--- src/rtl/spi_cmd_pkg.sv ---
// ----------------------------------------------------------------------------
// spi_cmd_pkg : opcodes, FSM states and constants shared by spi_cmd.
// Rev 1.0
// ----------------------------------------------------------------------------
`default_nettype none

package spi_cmd_pkg;

  typedef enum logic [3:0] {
    OP_READ_AT    = 4'h1,
    OP_WRITE_AT   = 4'h2,
    OP_READ_NEXT  = 4'h3,
    OP_WRITE_NEXT = 4'h4
  } op_t;

  typedef enum logic [2:0] {
    IDLE    = 3'd0,
    ADDR_HI = 3'd1,
    ADDR_LO = 3'd2,
    DATA    = 3'd3,
    BUS     = 3'd4,
    DRAIN   = 3'd5
  } state_t;

  localparam logic [7:0] SPI_TX_NO_DATA = 8'hFF;

endpackage

`default_nettype wire

--- src/rtl/spi_cmd_sync2.sv ---
// ----------------------------------------------------------------------------
// sync2 : two-flop synchroniser with asynchronous active-low reset.
// Rev 1.0
// ----------------------------------------------------------------------------
`default_nettype none

module sync2 #(
  parameter logic RESET_VAL = 1'b0
) (
  input  logic clk,
  input  logic rst_n,
  input  logic d,
  output logic q
);

  logic meta_q;
  logic sync_q;

  always_ff @(posedge clk or negedge rst_n) begin
    if (!rst_n) begin
      meta_q <= RESET_VAL;
      sync_q <= RESET_VAL;
    end else begin
      meta_q <= d;
      sync_q <= meta_q;
    end
  end

  assign q = sync_q;

endmodule

`default_nettype wire

--- src/rtl/spi_cmd.sv ---
// ----------------------------------------------------------------------------
// spi_cmd : parses SPI bytes into memory-bus read/write commands.
// Optional feature macro: SPI_CMD_ADDR_INC_EN (auto-increment, *_NEXT opcodes).
// Rev 1.0
// ----------------------------------------------------------------------------
`default_nettype none

module spi_cmd
  import spi_cmd_pkg::*;
#(
  parameter int ADDR_WIDTH = 16,
  parameter int DATA_WIDTH = 8
) (
  input  logic                  clk_sys,
  input  logic                  reset_n,
  input  logic                  spi_cs_n,
  input  logic                  spi_valid,
  input  logic [7:0]            spi_rx,
  output logic [7:0]            spi_tx,
  output logic [ADDR_WIDTH-1:0] bus_addr,
  output logic [DATA_WIDTH-1:0] bus_wr_data,
  output logic                  bus_we,
  output logic                  bus_req,
  input  logic                  bus_done,
  input  logic [DATA_WIDTH-1:0] bus_rd_data
);

  logic cs_s;
  logic valid_s;

  sync2 #(.RESET_VAL(1'b1)) u_sync_cs (
    .clk   (clk_sys),
    .rst_n (reset_n),
    .d     (spi_cs_n),
    .q     (cs_s)
  );

  sync2 #(.RESET_VAL(1'b0)) u_sync_valid (
    .clk   (clk_sys),
    .rst_n (reset_n),
    .d     (spi_valid),
    .q     (valid_s)
  );

  state_t                  state_q, state_d;
  logic                    cs_prev_q, valid_prev_q;
  logic [ADDR_WIDTH-1:0]   addr_q, addr_d;
  logic [DATA_WIDTH-1:0]   wr_data_q, wr_data_d;
  logic [DATA_WIDTH-1:0]   rd_hold_q, rd_hold_d;
  logic                    we_q, we_d;
  logic                    req_q, req_d;
  logic                    rd_ok_q, rd_ok_d;
  logic                    rd_pend_q, rd_pend_d;
  logic                    abort_q, abort_d;
  logic [7:0]              tx_q, tx_d;

  logic byte_ev;
  logic desel;
  logic byte_acc;

  assign byte_ev  = valid_s & ~valid_prev_q;
  assign desel    = cs_s & ~cs_prev_q;
  // A deselect edge in the same cycle drops the byte.
  assign byte_acc = byte_ev & ~desel;

  always_comb begin
    state_d   = state_q;
    addr_d    = addr_q;
    wr_data_d = wr_data_q;
    rd_hold_d = rd_hold_q;
    we_d      = we_q;
    req_d     = req_q;
    rd_ok_d   = rd_ok_q;
    rd_pend_d = rd_pend_q;
    abort_d   = abort_q;
    tx_d      = tx_q;

    // The byte after a read issue is the turnaround; stage the read result.
    if (byte_acc && !abort_q) begin
      tx_d      = rd_pend_q ? (rd_ok_q ? 8'(rd_hold_q) : SPI_TX_NO_DATA) : 8'h00;
      rd_pend_d = 1'b0;
    end

    case (state_q)
      IDLE: begin
        if (byte_acc) begin
          case (spi_rx[7:4])
            OP_READ_AT: begin
              we_d    = 1'b0;
              state_d = ADDR_HI;
            end
            OP_WRITE_AT: begin
              we_d    = 1'b1;
              state_d = ADDR_HI;
            end
`ifdef SPI_CMD_ADDR_INC_EN
            OP_READ_NEXT: begin
              we_d      = 1'b0;
              rd_pend_d = 1'b1;
              rd_ok_d   = 1'b0;
              state_d   = BUS;
            end
            OP_WRITE_NEXT: begin
              we_d    = 1'b1;
              state_d = DATA;
            end
`endif
            default: state_d = DRAIN;
          endcase
        end
      end
      ADDR_HI: begin
        if (byte_acc) begin
          addr_d  = (ADDR_WIDTH'(spi_rx) << 8) | (addr_q & ADDR_WIDTH'(8'hFF));
          state_d = ADDR_LO;
        end
      end
      ADDR_LO: begin
        if (byte_acc) begin
          addr_d = (addr_q & ~ADDR_WIDTH'(8'hFF)) | ADDR_WIDTH'(spi_rx);
          if (we_q) begin
            state_d = DATA;
          end else begin
            rd_pend_d = 1'b1;
            rd_ok_d   = 1'b0;
            state_d   = BUS;
          end
        end
      end
      DATA: begin
        if (byte_acc) begin
          wr_data_d = DATA_WIDTH'(spi_rx);
          state_d   = BUS;
        end
      end
      BUS: begin
        if (desel) begin
          abort_d   = 1'b1;
          rd_pend_d = 1'b0;
        end
        if (!req_q) begin
          req_d = 1'b1;
        end else if (bus_done) begin
          req_d = 1'b0;
          if (!we_q) begin
            rd_hold_d = bus_rd_data;
            rd_ok_d   = 1'b1;
          end
`ifdef SPI_CMD_ADDR_INC_EN
          addr_d = addr_q + ADDR_WIDTH'(1);
`endif
          abort_d = 1'b0;
          state_d = (abort_q || desel) ? IDLE : DRAIN;
        end
      end
      DRAIN: ;
      default: state_d = IDLE;
    endcase

    // The bus cycle in flight is never cut short; elsewhere deselect resets parsing.
    if (desel && state_q != BUS) begin
      state_d   = IDLE;
      rd_pend_d = 1'b0;
    end
  end

  always_ff @(posedge clk_sys or negedge reset_n) begin
    if (!reset_n) begin
      state_q      <= IDLE;
      cs_prev_q    <= 1'b1;
      valid_prev_q <= 1'b0;
      addr_q       <= '0;
      wr_data_q    <= '0;
      rd_hold_q    <= '0;
      we_q         <= 1'b0;
      req_q        <= 1'b0;
      rd_ok_q      <= 1'b0;
      rd_pend_q    <= 1'b0;
      abort_q      <= 1'b0;
      tx_q         <= 8'h00;
    end else begin
      state_q      <= state_d;
      cs_prev_q    <= cs_s;
      valid_prev_q <= valid_s;
      addr_q       <= addr_d;
      wr_data_q    <= wr_data_d;
      rd_hold_q    <= rd_hold_d;
      we_q         <= we_d;
      req_q        <= req_d;
      rd_ok_q      <= rd_ok_d;
      rd_pend_q    <= rd_pend_d;
      abort_q      <= abort_d;
      tx_q         <= tx_d;
    end
  end

  assign spi_tx      = tx_q;
  assign bus_addr    = addr_q;
  assign bus_wr_data = wr_data_q;
  assign bus_we      = we_q;
  assign bus_req     = req_q;

endmodule

`default_nettype wire

--- config.mk ---
export PLATFORM = sky130hd
export DESIGN_NAME = spi_cmd
export DESIGN_NICKNAME = d
export VERILOG_FILES = /design/src/rtl/spi_cmd_pkg.sv /design/src/rtl/spi_cmd_sync2.sv /design/src/rtl/spi_cmd.sv
export SDC_FILE = /design/constraint.sdc
export NUM_CORES = 1
export LEC_CHECK = 0
export CAP_MARGIN = 15
export CORE_UTILIZATION = 46
export CTS_CLUSTER_DIAMETER = 100
export DETAILED_ROUTE_END_ITERATION = 7
export GPL_ROUTABILITY_DRIVEN = 0
export PLACE_DENSITY_LB_ADDON = 0.08
export REMOVE_ABC_BUFFERS = 1
export SYNTH_ARGS = -nofsm -noshare
export SYNTH_HDL_FRONTEND = slang
export SYNTH_HIERARCHICAL = 1
export SYNTH_SLANG_ARGS = --single-unit
--- constraint.sdc ---
create_clock -name clk_sys -period 6.1 [get_ports clk_sys]
set_clock_uncertainty 0.1 [all_clocks]
set_input_delay 1.22 -clock clk_sys [delete_from_list [all_inputs] [get_ports clk_sys]]
set_output_delay 1.22 -clock clk_sys [all_outputs]
set_load 0.02 [all_outputs]
Word level (Yosys, flattened, before mapping)
Index checks and enable logic that the tools add are counted.
Word-level totals
  register bits after elaboration: 54
  logic and storage cells: 95
  output and inout bits: 34
  input port bits: 21
Cells by class
  bitwise logic cells: 9
  muxes and demuxes: 34
  equality and inequality tests: 21
  reductions and logical operators: 15
Operator list (number)
  16-bit two-way mux: 2
  16-bit by 8-bit OR with 16-bit output: 2
  16-bit one-hot mux with 2 select lines: 1
  3-bit two-way mux: 10
  3-bit inequality test (second input constant): 7
  3-bit one-hot mux with 6 select lines: 1
  8-bit two-way mux: 2
  1-bit two-way mux: 15
  2-bit inequality test (second input constant): 7
  7-bit AND reduction: 1
  3-bit by 2-bit == test with 1-bit output (second input constant): 2
  3-bit == test (second input constant): 2
  1-bit one-hot mux with 2 select lines: 3
  3-bit AND reduction: 2
  6-bit AND reduction: 1
  2-bit nonzero test: 3
  4-bit by 1-bit == test with 1-bit output (second input constant): 1
  4-bit by 2-bit == test with 1-bit output (second input constant): 1
  1-bit NOT: 4
  4-bit AND reduction: 1
  1-bit AND: 3
  3-bit by 1-bit == test with 1-bit output (second input constant): 1
  3-bit zero test: 1
  1-bit logical AND: 2
  4 further kinds: 4

Longest topological paths before layout
Gate-level depths: netlist (run 1).
  depth in word-level cells: 10
  gate-level depth with buffers: 7
  mapped depth without buffers: 4

By module
The synthesis (run 1) kept the hierarchy.
By module, submodules not included
  spi_cmd: sequential area each 1252.5 um^2, area each 2030.7 um^2, cells an instance 160, instances 1
  sync2 at u_sync_cs: sequential area each 52.6 um^2, area each 52.6 um^2, cells an instance 2, instances 1
  sync2 at u_sync_valid: sequential area each 50.0 um^2, area each 50.0 um^2, cells an instance 2, instances 1

Least setup slack after synthesis (run 1)
OpenSTA, ideal clock, no wires.
  kind: input-to-reg
  start: input bus_done
  end: register rd_hold_q[0]
  arrival: 2002 ps
  path slack: 3874 ps
  data required time: 5875 ps
  setup time: 125 ps
  cell stages on the path: 3
  buffers on the path: 0
  cell sequence: nand2_1 > nor3_4 > mux2_2
Between the ends
  word-level cells in the longest chain between the ends: 1
Ends and longest elaborated chain
  from (decl): line spi_cmd.sv:24  | input logic bus_done,
  4-bit AND reduction (no line)
  to (signal assigned): line spi_cmd.sv:187  | rd_hold_q <= rd_hold_d;
  to (decl): line spi_cmd.sv:49  | logic [DATA_WIDTH-1:0] rd_hold_q, rd_hold_d;
No other way between the ends.
A chain may end at the register's enable or synchronous reset.

Worst setup path after layout (run 1)
  start: register we_q (netlist: bus_we)
  end: output bus_we
RTL lines
  from (decl): line spi_cmd.sv:50  | logic we_q, we_d;
  from (signal assigned): line spi_cmd.sv:188  | we_q <= we_d;
  to (decl): line spi_cmd.sv:22  | output logic bus_we,
No word-level cell between the ends.

==> results of run 1 <==
-- cell usage in the layout, fill, tap and decap left out, types with 3 or more instances in the layout --
| cell type | n |
|---|---|
| clkdlybuf4s50_1 | 53 |
| dfrtp_1 | 51 |
| mux2_2 | 32 |
| o21ai_0 | 17 |
| nand2_1 | 10 |
| nor2_1 | 7 |
| nor3_1 | 6 |
| inv_1 | 5 |
| a21oi_1 | 5 |
| clkbuf_8 | 5 |
| nand3_1 | 3 |
| clkbuf_1 | 3 |
| dfstp_2 | 3 |
-- where the power goes --
part,internal (W),switching [W],leakage [nW]
clock,0.0000818,0.000105,0.0395
combinational,0.000304,0.000279,0.459
sequential,0.000502,0.0000969,0.660
total,0.000888,0.000481,1.16
-- synthesized netlist by cell type, types with 3 or more instances --
cell type  instances  area (sq um)
a21oi_1            5         25.02
buf_2              3         15.01
dfrtp_1           51          1276
dfstp_2            3         78.83
inv_1              5         18.77
mux2_2            32         360.4
nand2_1           10         37.54
nand3_1            3         15.01
nor2_1             7         26.28
nor3_1             6         30.03
o21ai_0           17         85.08
-- logic make-up after synthesis --
logic type             after synthesis  share of synthesized area [%]
AND/OR/NAND/NOR                     37                          9.151
XOR/XNOR                             1                         0.4106
flip-flops                          54                          63.52
buffers and inverters               10                          1.936
AO/OA/AOI/OAI                       30                          8.094
multiplexers                        32                          16.89
-- registers in the layout, indices dropped and copies added (netlist names), 3 cells and up --
| name | count |
|---|---|
| bus_wr_data | 8 |
| spi_tx | 8 |
| rd_hold_q | 8 |
| state_q | 3 |
| bus_addr | 16 |
-- metrics by stage --
step           hold WS, ns  power [W]
2_1_floorplan       0.2312  0.0009089
3_3_place_gp        0.2318   0.001163
3_5_place_dp        0.2347   0.001191
4_1_cts             0.2551   0.001382
5_1_grt             0.2651   0.001454
6_report            0.2523   0.001368
-- worst max path at each step --
| stage | end | slack (ns) | cells after the start |
|---|---|---|---|
| 6_report | bus_we | 3.33 | 1 |
| 5_1_grt | bus_we | 3.27 | 1 |
| 4_1_cts | bus_we | 3.32 | 1 |
| 3_5_place_dp | rd_hold_q[3] | 3.25 | 4 |
| 3_3_place_gp | rd_hold_q[2] | 3.31 | 4 |
| 2_1_floorplan | rd_hold_q[0] | 3.87 | 3 |
-- per-layer routing --
metal	GRT usage [%]	vias up	share of wire, %
met5	0	-	0
met4	7.111	0	1.2
met3	5.483	6	6.4
met2	33.76	66	52
met1	23.80	703	41
li1	-	691	-
-- area by class of cell --
class / count / area, sq um / share of cell area [%]
flip-flops and latches: 54 / 1355 / 48.41
multi-input cells: 100 / 737.0 / 26.33
repair buffers: 55 / 543.0 / 19.40
clock buffers: 8 / 80.08 / 2.861
well taps: 52 / 65.06 / 2.325
inverters: 5 / 18.77 / 0.6705
==> flow_summary.yaml, run 1 <==
cells_and_area:
  fin_area_sq_um: 2799
  area_growth_pct: 31.20
  fin_nets: 242
  fillers: 354
  antenna_cells: 0
  fin_util_pct: 63.41
  drive_above_1_share_pct: 21.17
  fin_cells: 274
clock_network:
  clk_pin_slew_ns: 0.08
  cts_max_level: 2
  cts.sinks: 54
  postCtsResizedCells: 0
  post_cts_buffers: 0
  clockBufferDepth: 2
  cts_root_buf: "clkbuf_8"
  clk_latency_ns: 0.29
  cts_made_buffers: 5
  cts_tree: "yes"
  ctsHoldBuffers: 0
run_status:
  status: "finished clean"
power:
  p_leak_nw: 1.159
  power.density_nw_per_um2: 488.9
  peakVddDrop_mv: 0.2615
global_route:
  grt-ovfl-total: 0
  grt_usage_pct: 19.72
  grt_pass1_vias: 1584
  antenna_found_initial: 0
  grt_pass1_wl_mm: 7.569
  grt_max_degree: 55
critical_path:
  start_kind: "flip-flop"
  r2r_start: "u_sync_cs/q"
  crit_slowest_cell: "clkdlybuf4s50_1"
  crit_buf_inv: 1
  crit_arrival_ns: 1.45
  worstPathCellList: "clkdlybuf4s50_1"
  cp-startpoint: "bus_we"
  r2r_slack_ns: 3.90
  timing.rr.end: "bus_wr_data[3]"
  slowest_delay_ns: 0.66
  cp_max_fo: 6
  cp.required_ns: 4.78
  crit_family: "buffers and inverters"
  path_class: "flip-flop to output pin"
  crit_path_end_kind: "output pin"
  reg2reg_depth: 4
placed_design:
  port_buffers: 54
  dpl.cell_count: 266
  place_area_sq_um: 2719
  dpl.hpwl_mm: 3.082
  preCtsSetupSlack_ns: 3.251
sta:
  worst_pin_slew_ns: 0.6619
  post-route-period-util_pct: 45.48
  rsz0062_at_grt: "false"
  setup_viol: 0
  setup_ws_ns: 3.326
  hold_viol_final: 0
  setup_tns_ns: 0
  max_freq_mhz: 360.4
  fin_crit_ns: 2.774
  slew_headroom_pct: 55.88
  maxSlewViolCount: 0
die:
  dieWidth_um: 70.10
  die_h_um: 70.10
  die-area_sq_um: 4914
  ioPinCount: 55
  initial_core_util_pct: 48.33
  fp-row-count: 24
  fp.coreArea_sq_um: 4414
min_path:
  worstHoldPathType: "flip-flop to flip-flop"
  min_from: "u_sync_valid/meta_q"
  whs_endpoint: "u_sync_valid/q"
  whs_path_depth: 0
routing:
  drt_first_pass_iters: 4
  drt_drc_violations_left: 0
  ant_nets: 0
  avgViaCountPerCell: 5.350
  routed-via-count: 1466
  routedWlPerCell_um: 15.74
  drt_iter0_drc: 53
  drt_wl_total_mm: 4.312
synthesis:
  synthFlopType: "dfrtp_1"
  syn_area_sq_um: 2133
  yosysUniqueCellTypes: 28
  synth_edf_count: 0
  synth_seq_cells: 54
  ys_seq_area_share_pct: 63.52
  yosys_warnings: 6
  synthCells: 164
  async_flop_share_pct: 100.0
  avgSynthCellArea_sq_um: 13.01
job:
  drv_cap: 0
Note: power is estimated with default switching activity, not from simulation.
==> run 2: changes to the inputs <==
Settings changed: CORE_UTILIZATION 46 to 43.
Clock period 6.1 ns to 2.3 ns, I/O delays scaled along.
==> run 2 against run 1 <==
Utilization is 3.2 points lower. Sequential share of layout area is 1.0 points lower. Global-route usage fell by 2.1 points. Register-to-register slack got worse by 3.7 ns. Critical path type is now flip-flop to flip-flop. Largest power group unchanged. Highest routed layer unchanged.
==> flow_summary.yaml, run 2 (same netlist as run 1, synthesis figures left out) <==
global_route:
  grt-ovfl-total: 0
  grt_pass1_vias: 1507
  grt_usage_pct: 17.61
  grt_pass1_wl_mm: 6.955
  grt_max_degree: 34
  antenna_found_initial: 0
sta:
  maxSlewViolCount: 0
  rsz0062_at_grt: "false"
  max_freq_mhz: 466.9
  hold_viol_final: 0
  post-route-period-util_pct: 93.13
  slew_headroom_pct: 51.92
  setup_tns_ns: 0
  fin_crit_ns: 2.142
  setup_viol: 0
  worst_pin_slew_ns: 0.7146
  whs_ns: 0.03780
routing:
  drt_wl_total_mm: 4.246
  routed-via-count: 1450
  drt_drc_violations_left: 0
  avgViaCountPerCell: 4.983
  routedWlPerCell_um: 14.59
  drt_first_pass_iters: 4
  wl_met3_um: 176
  wl_met2_mm: 2.232
  dr.max_layer_used: "met4"
  drt_iter0_drc: 53
  routedLengthMet1_mm: 1.795
  ant_nets: 0
placed_design:
  dpl.hpwl_mm: 3.133
  port_buffers: 54
  place_area_sq_um: 2765
critical_path:
  cp_max_fo: 9
  crit_arrival_ns: 2.23
  cp.required_ns: 2.39
  worstPathCellList: "nor2b_1 > nor4_1 > nand2_2 > mux2_2"
  crit_path_end_kind: "flip-flop"
  slowest_delay_ns: 0.63
  path_class: "flip-flop to flip-flop"
  crit_slowest_cell: "nor4_1"
  crit_family: "simple AND/OR/NAND/NOR gates"
  crit_buf_inv: 0
  start_kind: "flip-flop"
cells_and_area:
  largest_reg_flops: 16
  fillers: 409
  fin_nets: 244
  area_growth_pct: 34.08
  fin_area_sq_um: 2860
  drive_above_1_share_pct: 23.21
  regArea_sq_um: 1355
  final_common_cell: "clkdlybuf4s50_1"
  antenna_cells: 0
  final_cell_mix: "clkdlybuf4s50_1, dfrtp_1, mux2_2"
  multiInputGateArea_sq_um: 737.0
die:
  dieWidth_um: 72.44
  fp-row-count: 25
  die_h_um: 72.44
  initial_core_util_pct: 44.87
  fp.coreArea_sq_um: 4755
  ioPinCount: 55
  die-area_sq_um: 5247
clock_network:
  clk_pin_slew_ns: 0.09
  clockBufferDepth: 2
  cts_made_buffers: 5
  cts.sinks: 54
  cts_tree: "yes"
  ctsHoldBuffers: 0
  cts_max_level: 2
  clk_latency_ns: 0.29
  post_cts_buffers: 0
  cts_root_buf: "clkbuf_8"
  postCtsResizedCells: 0
job:
  drv_cap: 0
min_path:
  worstHoldPathType: "input pin to asynchronous set/reset pin"
run_status:
  status: "finished clean"
power:
  power.density_nw_per_um2: 1278
  p_leak_nw: 1.181
  finalPower_w: 0.003655
  peakVddDrop_mv: 0.7860
-- run 2: cell types whose count changed in the layout (fill, tap and decap cells not counted), sizes merged --
cell and change:
buf +2, clkbuf -2, clkinv +1, clkinvlp +1
-- run 2: stage by stage --
step	setup WS [ns]	utilization [%]	cells
2_1_floorplan	0.4670	-	159
3_3_place_gp	0.2100	58.16	283
3_5_place_dp	0.1449	58.16	283
4_1_cts	0.1362	60.16	291
5_1_grt	0.06957	60.16	291
6_report	0.1580	60.16	291
-- run 2: area by class of cell --
cell class | instances | area share, %
flip-flops and latches | 54 | 47.38
clock inverters | 2 | 0.4374
multi-input cells | 100 | 25.77
inverters | 5 | 0.6562
well taps | 67 | 2.931
repair buffers | 57 | 19.95
clock buffers | 6 | 2.887
-- run 2: metal layers --
metal  GRT usage (%)  vias up
met5               0        -
met4           6.536        0
met3           4.306        4
met2           30.63       44
met1           21.18      706
li1                -      696
-- run 2: power by group --
| part | internal [W] | switching, W | leakage (nW) |
|---|---|---|---|
| combinational | 0.000810 | 0.000733 | 0.474 |
| clock | 0.000242 | 0.000287 | 0.0472 |
| sequential | 0.00133 | 0.000251 | 0.660 |
| total | 0.00238 | 0.00127 | 1.18 |
-- run 2: final timing paths --
kind | start | to | slack, ns | cells after the start
setup / recovery | cs_prev_q | bus_addr[0] | 0.16 | 4
hold / removal | reset_n | abort_q | 0.04 | 1
setup reg to reg | cs_prev_q | bus_addr[0] | 0.16 | 4
hold reg to reg | u_sync_valid/meta_q | u_sync_valid/q | 0.26 | 0
max in group asynchronous | reset_n | rd_hold_q[3] | 1.52 | 2
min in group clk_sys | u_sync_valid/meta_q | u_sync_valid/q | 0.26 | 0
==> run 3: changes to the inputs <==
Settings changed: CTS_CLUSTER_DIAMETER 100 to 150, HOLD_SLACK_MARGIN set to 0.08.
==> run 3 against run 2 <==
Critical path depth stayed put. First-iteration DRC count is 1.9% higher. Worst setup slack stayed put. Count of clock-buffer cells in the layout stayed put. Non-clock buffer count is 1 higher. Highest routed layer unchanged.
==> flow_summary.yaml, run 3 (same netlist as run 1, synthesis figures left out) <==
run_status:
  status: "finished clean"
clock_network:
  cts.sinks: 54
  cts_made_buffers: 5
  postCtsResizedCells: 0
  clk_pin_slew_ns: 0.09
  clk_latency_ns: 0.29
  cts_max_level: 2
  post_cts_buffers: 0
  clockBufferDepth: 2
  cts_root_buf: "clkbuf_8"
  cts_tree: "yes"
critical_path:
  crit_arrival_ns: 2.23
  slowest_delay_ns: 0.63
  crit_slowest_cell: "nor4_1"
  crit_buf_inv: 0
  cp.required_ns: 2.39
  cp_max_fo: 9
  r2r_start: "cs_prev_q"
  crit_path_end_kind: "flip-flop"
  worstPathCellList: "nor2b_1 > nor4_1 > nand2_2 > mux2_2"
  crit_family: "simple AND/OR/NAND/NOR gates"
  start_kind: "flip-flop"
  reg2reg_depth: 4
  timing.rr.end: "bus_addr[0]"
  path_class: "flip-flop to flip-flop"
  r2r_slack_ns: 0.16
sta:
  slew_headroom_pct: 51.92
  maxSlewViolCount: 0
  setup_viol: 0
  rsz0062_at_grt: "false"
  hold_viol_final: 0
  worst_pin_slew_ns: 0.7146
  fin_crit_ns: 2.142
  max_freq_mhz: 466.9
  setup_tns_ns: 0
  post-route-period-util_pct: 93.13
  setup_ws_ns: 0.1580
routing:
  drt_first_pass_iters: 4
  ant_nets: 0
  avgViaCountPerCell: 4.973
  routed-via-count: 1452
  routedWlPerCell_um: 14.57
  drt_iter0_drc: 54
  drt_drc_violations_left: 0
  drt_wl_total_mm: 4.254
die:
  fp-row-count: 25
  dieWidth_um: 72.44
  die_h_um: 72.44
  ioPinCount: 55
  die-area_sq_um: 5247
  initial_core_util_pct: 44.87
  fp.coreArea_sq_um: 4755
cells_and_area:
  final_common_cell: "clkdlybuf4s50_1"
  area_growth_pct: 34.55
  drive_above_1_share_pct: 23.11
  final_cell_mix: "clkdlybuf4s50_1, dfrtp_1, mux2_2"
  largest_reg_flops: 16
  fin_nets: 245
  fillers: 408
  antenna_cells: 0
global_route:
  grt_max_degree: 34
  grt_usage_pct: 17.61
  antenna_found_initial: 0
  grt-ovfl-total: 0
  grt_pass1_vias: 1507
  grt_pass1_wl_mm: 6.955
job:
  drv_cap: 0
placed_design:
  preCtsSetupSlack_ns: 0.1449
  port_buffers: 54
  dpl.hpwl_mm: 3.133
power:
  power.density_nw_per_um2: 1274
  peakVddDrop_mv: 0.7860
  p_leak_nw: 1.185
min_path:
  min_from: "u_sync_valid/meta_q"
  whs_endpoint: "u_sync_valid/q"
  worstHoldPathType: "flip-flop to flip-flop"
  whs_path_depth: 0
-- run 3: where the power goes --
group	switching (W)	leakage (nW)	internal, W	total, W
sequential	0.000251	0.660	0.00133	0.00158
combinational	0.000733	0.478	0.000812	0.00154
clock	0.000287	0.0472	0.000242	0.000529
-- run 3: final cells by class --
| type | instances | area (sq um) | area share [%] |
|---|---|---|---|
| timing repair buffer | 58 | 580.6 | 20.23 |
| inverter | 5 | 18.77 | 0.6539 |
| clock buffer | 6 | 82.58 | 2.877 |
| clock inverter | 2 | 12.51 | 0.4359 |
| sequential | 54 | 1355 | 47.21 |
| tap | 67 | 83.83 | 2.921 |
| multi-input combinational | 100 | 737.0 | 25.68 |
-- run 3: worst max path at each step --
stage,start,end,cells after the start
floorplan,cs_prev_q,bus_addr[10],4
global placement,bus_done,rd_hold_q[3],4
detailed placement,cs_prev_q,bus_addr[0],4
CTS,cs_prev_q,bus_addr[4],4
global route,cs_prev_q,bus_addr[4],4
finish,cs_prev_q,bus_addr[0],4
-- run 3: per-stage QoR --
step                cell area (sq um)  std cells  power [W]  hold WS [ns]  utilization, %
detailed placement               2765        283   0.003158        0.2373           58.16
floorplan                        2111        159   0.002410       0.06441               -
CTS                              2870        292   0.003699        0.2593           60.37
global placement                 2765        283   0.003097        0.2348           58.16
finish                           2870        292   0.003656        0.2585           60.37
global route                     2870        292   0.003878        0.2702           60.37
-- run 3: routing by layer --
metal	vias up	routed length, um	track usage (%)
li1	698	-	-
met1	706	1801	21.18
met2	44	2234	30.63
met3	4	176	4.306
met4	0	42	6.536
met5	-	0	0
-- run 3: repair_timing --
| item | 4_1_cts | 5_1_grt |
|---|---|---|
| setup endpoints to repair | 0 | 0 |
| hold endpoints to repair | 18 | 0 |
| hold buffers | 1 | 0 |
-- run 3: worst register-to-register path, cell delays in order (launching register included) --
cell	delay, ns
dfstp_2	0.52
nor2b_1	0.11
nor4_1	0.63
nand2_2	0.33
mux2_2	0.35
